### src/rtl/serial_bus_pkg.sv
// serial_bus_pkg: shared types and constants for the serial-bus arbiter slice
package serial_bus_pkg;
  typedef enum logic [1:0] {IDLE, GRANT, TURN} arb_state_t;
  localparam int NUM_MASTERS = 2;
  localparam int M1_IDX = 0;
  localparam int M2_IDX = 1;
endpackage

### src/rtl/serial_bus_arbiter_if.sv
// serial_bus_arbiter_if: request/split/grant bundle; master = requesters and slaves, slave = arbiter
interface serial_bus_arbiter_if #(
  parameter int NUM_SLAVES = 3,
  parameter int SLV_W = (NUM_SLAVES > 1) ? $clog2(NUM_SLAVES) : 1
) ();
  logic [1:0] m_req;
  logic split_req;
  logic [SLV_W-1:0] split_slv_id;
  logic [NUM_SLAVES-1:0] s_split_rdy;
  logic [1:0] m_grant;
  logic [1:0] m_split;
  logic bus_owner;
  logic bus_idle;
  logic hold_timeout;
  modport master (
    output m_req, split_req, split_slv_id, s_split_rdy,
    input m_grant, m_split, bus_owner, bus_idle, hold_timeout
  );
  modport slave (
    input m_req, split_req, split_slv_id, s_split_rdy,
    output m_grant, m_split, bus_owner, bus_idle, hold_timeout
  );
endinterface

### src/rtl/arb_split_tracker.sv
// arb_split_tracker: per-master parked flag, splitting-slave tag and latched resume flag
// ports: clock, rst; i_park/i_clr per-master strobes; i_slv_id slave tag; i_s_split_rdy per-slave ready pulses; o_m_split parked vector; o_resumable
module arb_split_tracker import serial_bus_pkg::*; #(
  parameter int NUM_SLAVES = 3,
  parameter int SLV_W = 2
) (
  input  logic clock,
  input  logic rst,
  input  logic [NUM_MASTERS-1:0] i_park,
  input  logic [NUM_MASTERS-1:0] i_clr,
  input  logic [SLV_W-1:0] i_slv_id,
  input  logic [NUM_SLAVES-1:0] i_s_split_rdy,
  output logic [NUM_MASTERS-1:0] o_m_split,
  output logic [NUM_MASTERS-1:0] o_resumable
);
  logic [SLV_W-1:0] r_tag [NUM_MASTERS];
  logic [NUM_MASTERS-1:0] r_split, r_rdy, w_hit;
  always_comb begin
    w_hit = '0;
    for (int i = 0; i < NUM_MASTERS; i++)
      w_hit[i] = r_split[i] && (int'(r_tag[i]) < NUM_SLAVES) && i_s_split_rdy[r_tag[i]];
  end
  always_ff @(posedge clock) begin
    if (rst) begin
      r_split <= '0;
      r_rdy <= '0;
      for (int i = 0; i < NUM_MASTERS; i++) r_tag[i] <= '0;
    end else begin
      r_split <= i_park | (r_split & ~i_clr);
      r_rdy <= ~(i_park | i_clr) & (r_rdy | w_hit);
      for (int i = 0; i < NUM_MASTERS; i++) r_tag[i] <= i_park[i] ? i_slv_id : r_tag[i];
    end
  end
  assign o_m_split = r_split;
  assign o_resumable = r_split & r_rdy;
endmodule

### src/rtl/serial_bus_arbiter.sv
// serial_bus_arbiter: two-master bus arbiter with split/resume and hold watchdog
// ports: clock, rst (sync, active high); bus (slave modport): m_req, split_req, split_slv_id, s_split_rdy in; m_grant, m_split, bus_owner, bus_idle, hold_timeout out (registered)
// ARB_ROUND_ROBIN_EN selects round-robin among normal requesters, otherwise fixed M1-first priority
module serial_bus_arbiter import serial_bus_pkg::*; #(
  parameter int NUM_SLAVES = 3,
  parameter int MAX_HOLD = 20000
) (
  input logic clock,
  input logic rst,
  serial_bus_arbiter_if.slave bus
);
  localparam int SLV_W = (NUM_SLAVES > 1) ? $clog2(NUM_SLAVES) : 1;
  localparam int CW = (MAX_HOLD > 0) ? $clog2(MAX_HOLD + 1) : 1;
  arb_state_t r_state;
  logic r_owner, r_to;
  logic [CW-1:0] r_hold_cnt;
  logic [NUM_MASTERS-1:0] r_blk;
  logic [NUM_MASTERS-1:0] w_split, w_resumable, w_norm, w_park, w_clr;
  logic w_any, w_pick, w_win, w_own_req, w_split_ev, w_to, w_grant_ev;
  arb_split_tracker #(.NUM_SLAVES(NUM_SLAVES), .SLV_W(SLV_W)) u_trk (
    .clock(clock),
    .rst(rst),
    .i_park(w_park),
    .i_clr(w_clr),
    .i_slv_id(bus.split_slv_id),
    .i_s_split_rdy(bus.s_split_rdy),
    .o_m_split(w_split),
    .o_resumable(w_resumable)
  );
`ifdef ARB_ROUND_ROBIN_EN
  logic r_ptr;
  always_ff @(posedge clock) r_ptr <= rst ? 1'b0 : (w_grant_ev ? !w_win : r_ptr);
  assign w_pick = (&w_norm) ? r_ptr : w_norm[M2_IDX];
`else
  assign w_pick = !w_norm[M1_IDX];
`endif
  // r_blk keeps a timed-out master out of arbitration until it drops m_req
  always_comb begin
    w_norm = bus.m_req & ~w_split & ~r_blk;
    w_any = |(w_norm | w_resumable);
    w_win = w_resumable[M1_IDX] ? 1'b0 : (w_resumable[M2_IDX] ? 1'b1 : w_pick);
    w_own_req = bus.m_req[r_owner];
    w_split_ev = (r_state == GRANT) && bus.split_req;
    w_to = (MAX_HOLD != 0) && (r_state == GRANT) && !bus.split_req && w_own_req && (int'(r_hold_cnt) + 1 == MAX_HOLD);
    w_grant_ev = (r_state == IDLE) && w_any;
    w_park = w_split_ev ? (2'b01 << r_owner) : 2'b00;
    w_clr = w_grant_ev ? (w_resumable & (2'b01 << w_win)) : 2'b00;
  end
  always_ff @(posedge clock) begin
    if (rst) begin
      r_state <= IDLE;
      r_owner <= 1'b0;
      r_hold_cnt <= '0;
      r_blk <= '0;
      r_to <= 1'b0;
    end else begin
      r_state <= (r_state == IDLE) ? (w_any ? GRANT : IDLE) :
                 (r_state == GRANT) ? ((w_split_ev || !w_own_req || w_to) ? TURN : GRANT) : IDLE;
      r_owner <= w_grant_ev ? w_win : r_owner;
      r_hold_cnt <= (r_state != GRANT) ? '0 : ((r_hold_cnt == CW'(MAX_HOLD)) ? r_hold_cnt : r_hold_cnt + 1'b1);
      r_blk <= (r_blk & bus.m_req) | (w_to ? (2'b01 << r_owner) : 2'b00);
      r_to <= w_to;
    end
  end
  always_ff @(posedge clock) begin
    if (rst) begin
      bus.m_grant <= '0;
      bus.m_split <= '0;
      bus.bus_owner <= 1'b0;
      bus.bus_idle <= 1'b1;
      bus.hold_timeout <= 1'b0;
    end else begin
      bus.m_grant <= (r_state == GRANT) ? (2'b01 << r_owner) : 2'b00;
      bus.m_split <= w_split;
      bus.bus_owner <= r_owner;
      bus.bus_idle <= r_state != GRANT;
      bus.hold_timeout <= r_to;
    end
  end
endmodule

### src/flat_wrapper.sv
// flat-port wrapper written by rule: the top's interface ports become plain ports
module serial_bus_arbiter_flat import serial_bus_pkg::*;
#(
  parameter int NUM_SLAVES = 3,
  parameter int MAX_HOLD = 20000
)
  (clock, rst, bus_m_req, bus_split_req, bus_split_slv_id, bus_s_split_rdy, bus_m_grant, bus_m_split, bus_bus_owner, bus_bus_idle, bus_hold_timeout);
  serial_bus_arbiter_if #(.NUM_SLAVES(NUM_SLAVES)) bus_i ();
  input logic clock;
  input logic rst;
  input wire logic [$bits(bus_i.m_req)-1:0] bus_m_req;
  input wire logic [$bits(bus_i.split_req)-1:0] bus_split_req;
  input wire logic [$bits(bus_i.split_slv_id)-1:0] bus_split_slv_id;
  input wire logic [$bits(bus_i.s_split_rdy)-1:0] bus_s_split_rdy;
  output wire logic [$bits(bus_i.m_grant)-1:0] bus_m_grant;
  output wire logic [$bits(bus_i.m_split)-1:0] bus_m_split;
  output wire logic [$bits(bus_i.bus_owner)-1:0] bus_bus_owner;
  output wire logic [$bits(bus_i.bus_idle)-1:0] bus_bus_idle;
  output wire logic [$bits(bus_i.hold_timeout)-1:0] bus_hold_timeout;
  assign bus_i.m_req = bus_m_req;
  assign bus_i.split_req = bus_split_req;
  assign bus_i.split_slv_id = bus_split_slv_id;
  assign bus_i.s_split_rdy = bus_s_split_rdy;
  assign bus_m_grant = bus_i.m_grant;
  assign bus_m_split = bus_i.m_split;
  assign bus_bus_owner = bus_i.bus_owner;
  assign bus_bus_idle = bus_i.bus_idle;
  assign bus_hold_timeout = bus_i.hold_timeout;
  serial_bus_arbiter #(.NUM_SLAVES(NUM_SLAVES), .MAX_HOLD(MAX_HOLD)) u_core (.clock(clock), .rst(rst), .bus(bus_i));
endmodule
### config.mk
export PLATFORM = sky130hd
export DESIGN_NAME = serial_bus_arbiter_flat
export DESIGN_NICKNAME = d
export VERILOG_FILES = /design/src/rtl/serial_bus_pkg.sv /design/src/rtl/serial_bus_arbiter_if.sv /design/src/rtl/arb_split_tracker.sv /design/src/rtl/serial_bus_arbiter.sv /design/src/flat_wrapper.sv
export SDC_FILE = /design/constraint.sdc
export NUM_CORES = 1
export LEC_CHECK = 0
export ABC_AREA = 1
export ABC_CLOCK_PERIOD_IN_PS = 1450
export CORE_MARGIN = 2
export CORE_UTILIZATION = 51
export CTS_BUF_LIST = sky130_fd_sc_hd__clkbuf_16
export CTS_CLUSTER_DIAMETER = 200
export CTS_CLUSTER_SIZE = 40
export DETAILED_ROUTE_END_ITERATION = 8
export PLACE_DENSITY = 0.8
export SLEW_MARGIN = 10
export SYNTH_ARGS = -nofsm -noshare
export SYNTH_HDL_FRONTEND = slang
export SYNTH_SLANG_ARGS = --single-unit
### constraint.sdc
create_clock -name clock -period 1.45 [get_ports clock]
set_input_delay 0.29 -clock clock [delete_from_list [all_inputs] [get_ports clock]]
set_output_delay 0.29 -clock clock [all_outputs]
set_load 0.05 [all_outputs]
==> qor.txt <==
YOSYS
--------------------------------------------------------------------------------------
Synthesized instance count                                                         267
Syn Std Cell Area                                                            1797 um^2
Post-Synthesis Mean Instance Area                                           6.729 um^2
Count of cell types in the netlist                                                  24
Synth Warn #                                                                         0
Sequential share of the synthesized area                                        40.11%
Post-synthesis register bit count                                                   36
Total nets after synthesis                                                         279

ROUTING
--------------------------------------------------------------------------------------
Number of nets with antenna violations after detailed routing                        0
Total met2 wirelength after detailed routing                                  2.237 mm
Detailed-route wire length                                                    4.835 mm
Top Layer Used                                                                    met4
Routed wl met3                                                                  358 um
Via Count                                                                         1912
Per-cell routed wire length                                                   13.14 um
DRC violation total after the first TritonRoute iteration                          102
Met1 Routed Length                                                            2.128 mm
Average via count per standard cell                                              5.196
TritonRoute pass-1 iters                                                             4
Post-detailed-route DRC marker count                                                 0

PLACEMENT
--------------------------------------------------------------------------------------
Weighted congestion reported at the end of routability-driven placement         0.9275
Area of placed instances                                                     2322 um^2
DP Wirelength                                                                 3.351 mm
Input/output buffers                                                                16
Placed cells                                                                       357

TIMING
--------------------------------------------------------------------------------------
Final Hold Violating Endpoints                                                       0
Pins Over Slew Limit                                                                 0
Final worst slack                                                           -0.1642 ns
Final worst path period share                                                   111.3%
Final setup violating endpoints                                                      6
Worst Clk Skew                                                             0.003079 ns
RSZ-0062 raised after global routing                                              true
Worst rel slew slack                                                            77.64%
Achievable frequency                                                         619.5 MHz
Shortest clock period the worst path allows after layout                      1.614 ns
Worst slew pin tran                                                          0.3318 ns

HOLD PATH
--------------------------------------------------------------------------------------
Hold Crit Depth                                                                      2
Worst hold path startpoint                                                 u_core.r_to
Type of the tightest min-delay check                                        reg -> reg
Hold Path End                                                             u_core.bus.hold_timeout

CTS
--------------------------------------------------------------------------------------
Maximum level of the CTS H-tree                                                      2
Clock insertion delay at the later pin of the skew report                      0.28 ns
Total clock buffers created by CTS                                                   5
Count of clock tree sinks                                                           36
Clk root buf                                                              sky130_fd_sc_hd__clkbuf_16
Deepest clock path buffer count                                                      2
Number of buffers added to fix hold violations after cts                             0
Clock transition at the registers of the reported paths                        0.05 ns
Clock tree from TritonCTS                                                          yes

GLOBAL ROUTING
--------------------------------------------------------------------------------------
All-Layer GR Usage                                                              26.00%
Pin count of the biggest net entering global routing                                13
Via count of the first global-routing pass                                        1814
Number of antenna violations at the first check in global routing                    0
GR Overflow Total                                                                    0
Wire length of the first global-routing pass                                  8.052 mm

FLOW RUN
--------------------------------------------------------------------------------------
MaxCap Viol Count                                                                    0

FINAL LAYOUT
--------------------------------------------------------------------------------------
Synthesis-to-layout area growth                                                 45.82%
Finished layout cell area                                                    2620 um^2
ANT cells                                                                            0
FILL cells                                                                         249
Layout cells sized above 1                                                      28.88%
Number of non-filler instances in the completed layout                             368
# nets final                                                                       333
Final core utilization                                                          77.90%

SETUP PATH
--------------------------------------------------------------------------------------
R2R Path Start                                                            u_core.r_hold_cnt[4]
Maximum fanout along the worst path                                                  4
Worst setup SP type                                                          flip-flop
WP data required                                                               1.63 ns
CP arrival                                                                     1.80 ns
Critical setup path kind                                                    reg -> reg
Worst-case register-to-register setup slack                                   -0.16 ns
Kind of capture point of the worst setup path                                flip-flop
Critical register-to-register path endpoint                               u_core.r_state[0]
Logic depth of the worst register-to-register path                                  11

POWER
--------------------------------------------------------------------------------------
Power per standard cell area                                              983.8 nW/um^2
Static leakage                                                                1.067 nW
IR drop worst, VDD                                                           0.9560 mV

FLOORPLAN
--------------------------------------------------------------------------------------
Chip Width                                                                    63.36 um
Initial core utilization                                                        53.42%
Placement Rows                                                                      21
Y dimension of the die                                                        63.36 um
Area of the core                                                             3363 um^2
Count of pins on the block boundary                                                 17
Floorplan die area                                                           4014 um^2

RUN STATUS
--------------------------------------------------------------------------------------
Violated checks                                                           setup timing
Outcome                                                                   finished with violations

[routing by layer]
metal	global-route usage [%]	vias up
met2	40.66	65
li1	-	961
met3	6.964	11
met4	11.41	0
met1	33.60	875
met5	0	-
[cell type report]
class / instances / area [um^2] / share of cell area, %
Multi-Input combinational cell: 184 / 1003 / 38.30
Timing Repair Buffer: 49 / 489.2 / 18.67
Clock inverter: 2 / 12.51 / 0.4776
Inverter: 45 / 172.7 / 6.590
Sequential cell: 36 / 734.5 / 28.03
Tap cell: 46 / 57.56 / 2.197
Clock buffer: 6 / 150.1 / 5.731
[cell usage after synthesis]
| cell type | n | area share [%] |
|---|---|---|
| sky130_fd_sc_hd__a21oi_1 | 10 | 2.8 |
| sky130_fd_sc_hd__nand4_1 | 14 | 4.9 |
| sky130_fd_sc_hd__a21oi_2 | 1 | 0.49 |
| sky130_fd_sc_hd__ha_1 | 2 | 1.4 |
| sky130_fd_sc_hd__nor3_1 | 2 | 0.56 |
| sky130_fd_sc_hd__nand3b_1 | 3 | 1.3 |
| sky130_fd_sc_hd__o21ai_0 | 11 | 3.1 |
| sky130_fd_sc_hd__o21ai_2 | 1 | 0.49 |
| sky130_fd_sc_hd__nand3_1 | 15 | 4.2 |
| sky130_fd_sc_hd__clkbuf_1 | 2 | 0.42 |
| sky130_fd_sc_hd__dfxtp_1 | 36 | 40 |
| sky130_fd_sc_hd__nand2_1 | 65 | 14 |
| sky130_fd_sc_hd__nand3_2 | 3 | 1.7 |
| sky130_fd_sc_hd__o211ai_1 | 1 | 0.42 |
| sky130_fd_sc_hd__inv_1 | 43 | 9.0 |
| sky130_fd_sc_hd__o31ai_1 | 3 | 1.3 |
| sky130_fd_sc_hd__nand2_2 | 3 | 1.0 |
| sky130_fd_sc_hd__o22ai_1 | 3 | 1.0 |
| sky130_fd_sc_hd__nor2_4 | 3 | 1.9 |
| sky130_fd_sc_hd__nor2_1 | 38 | 7.9 |
| sky130_fd_sc_hd__inv_2 | 1 | 0.21 |
| sky130_fd_sc_hd__and3_1 | 1 | 0.35 |
| sky130_fd_sc_hd__clkinv_2 | 1 | 0.28 |
| sky130_fd_sc_hd__nor2_2 | 5 | 1.7 |
[power breakdown]
group	leakage, nW	internal, mW	total [mW]	switching [mW]
Combinational	0.694	0.164	0.359	0.195
Clock	0.0780	0.737	1.16	0.419
Sequential	0.295	1.03	1.06	0.0323
Total	1.07	1.93	2.58	0.646
[metrics by stage]
| step | power, mW | setup slack [ns] | hold slack [ns] | setup TNS [ns] |
|---|---|---|---|---|
| after floorplan | 1.242 | 0.001274 | 0.3883 | 0 |
| after detailed placement | 1.416 | -0.2619 | 0.4010 | -2.334 |
| after global routing | 2.678 | -0.2817 | 0.4513 | -1.460 |
| final | 2.578 | -0.1642 | 0.4080 | -0.6323 |
| after global placement | 1.407 | -0.1895 | 0.3910 | -1.729 |
| after CTS | 2.588 | -0.1088 | 0.4075 | -0.4746 |
[worst max-delay path: stages, from the launching register on]
cell and delay [ns]:
sky130_fd_sc_hd__dfxtp_1 0.41, sky130_fd_sc_hd__nand2_2 0.12, sky130_fd_sc_hd__nor2_2 0.15, sky130_fd_sc_hd__nand2_2 0.10, sky130_fd_sc_hd__clkinv_2 0.08, sky130_fd_sc_hd__nand2_1 0.05, sky130_fd_sc_hd__nand2_1 0.08, sky130_fd_sc_hd__nand3_1 0.13
sky130_fd_sc_hd__nor2_2 0.13, sky130_fd_sc_hd__nand3_2 0.13, sky130_fd_sc_hd__nand3_2 0.09, sky130_fd_sc_hd__nand2_1 0.04
[how the worst max path moves through the flow]
stage                                    start                 to  slack [ns]  cells after the start
after global placement            bus_m_req[1]  u_core.r_state[0]       -0.19                     10
after CTS                 u_core.r_hold_cnt[0]  u_core.r_state[0]       -0.11                     12
after detailed placement          bus_m_req[1]  u_core.r_state[0]       -0.26                     10
after global routing      u_core.r_hold_cnt[1]  u_core.r_state[0]       -0.28                     12
final                     u_core.r_hold_cnt[4]  u_core.r_state[0]       -0.16                     11
after floorplan           u_core.r_hold_cnt[0]  u_core.r_state[0]       0.001                     12
[logic make-up after synthesis]
logic type | count (synthesis) | synth area share, %
AND/OR/NAND/NOR | 152 | 39.07
buffers and inverters | 47 | 9.888
flip-flops | 36 | 40.11
AO/OA/AOI/OAI | 30 | 9.541
adder cells (fa/ha/maj) | 2 | 1.393
[flip-flops by register name, summed over array words and instances, names as in the netlist]
name / cells
u_core.bus.m_grant: 2
u_core.bus.hold_timeout: 1
u_core.r_blk: 2
u_core.bus.bus_owner: 1
u_core.r_hold_cnt: 15
u_core.bus.bus_idle: 1
u_core.u_trk.r_rdy: 2
u_core.bus.m_split: 2
u_core.u_trk.r_tag: 4
u_core.r_state: 2
u_core.r_to: 1
u_core.r_owner: 1
u_core.u_trk.o_m_split: 2
[repair_timing]
item / in CTS / in global routing
resized for setup: 24 / 13
setup endpoints to repair: 7 / 7
pin swaps: 15 / 5
setup buffers: 2 / 1
[layout by cell type, fill, tap and decap left out, types with 3 or more instances in the layout]
master                            count
sky130_fd_sc_hd__clkdlybuf4s50_1      9
sky130_fd_sc_hd__buf_6                3
sky130_fd_sc_hd__a21oi_1              9
sky130_fd_sc_hd__nand4_1             14
sky130_fd_sc_hd__dfxtp_4              3
sky130_fd_sc_hd__o22ai_1              3
sky130_fd_sc_hd__o31ai_1              3
sky130_fd_sc_hd__nand2_1             60
sky130_fd_sc_hd__nand3b_1             3
sky130_fd_sc_hd__inv_1               39
sky130_fd_sc_hd__nand3_2              4
sky130_fd_sc_hd__o21ai_0              9
sky130_fd_sc_hd__nand3_1             12
sky130_fd_sc_hd__buf_12               7
sky130_fd_sc_hd__clkbuf_16            6
sky130_fd_sc_hd__nor2_1              32
sky130_fd_sc_hd__inv_2                4
sky130_fd_sc_hd__nor2_2               9
sky130_fd_sc_hd__nand2_2              7
sky130_fd_sc_hd__nor2_4               5
sky130_fd_sc_hd__dfxtp_1             31
sky130_fd_sc_hd__buf_4               30
Power figures use the tool's default switching activity.
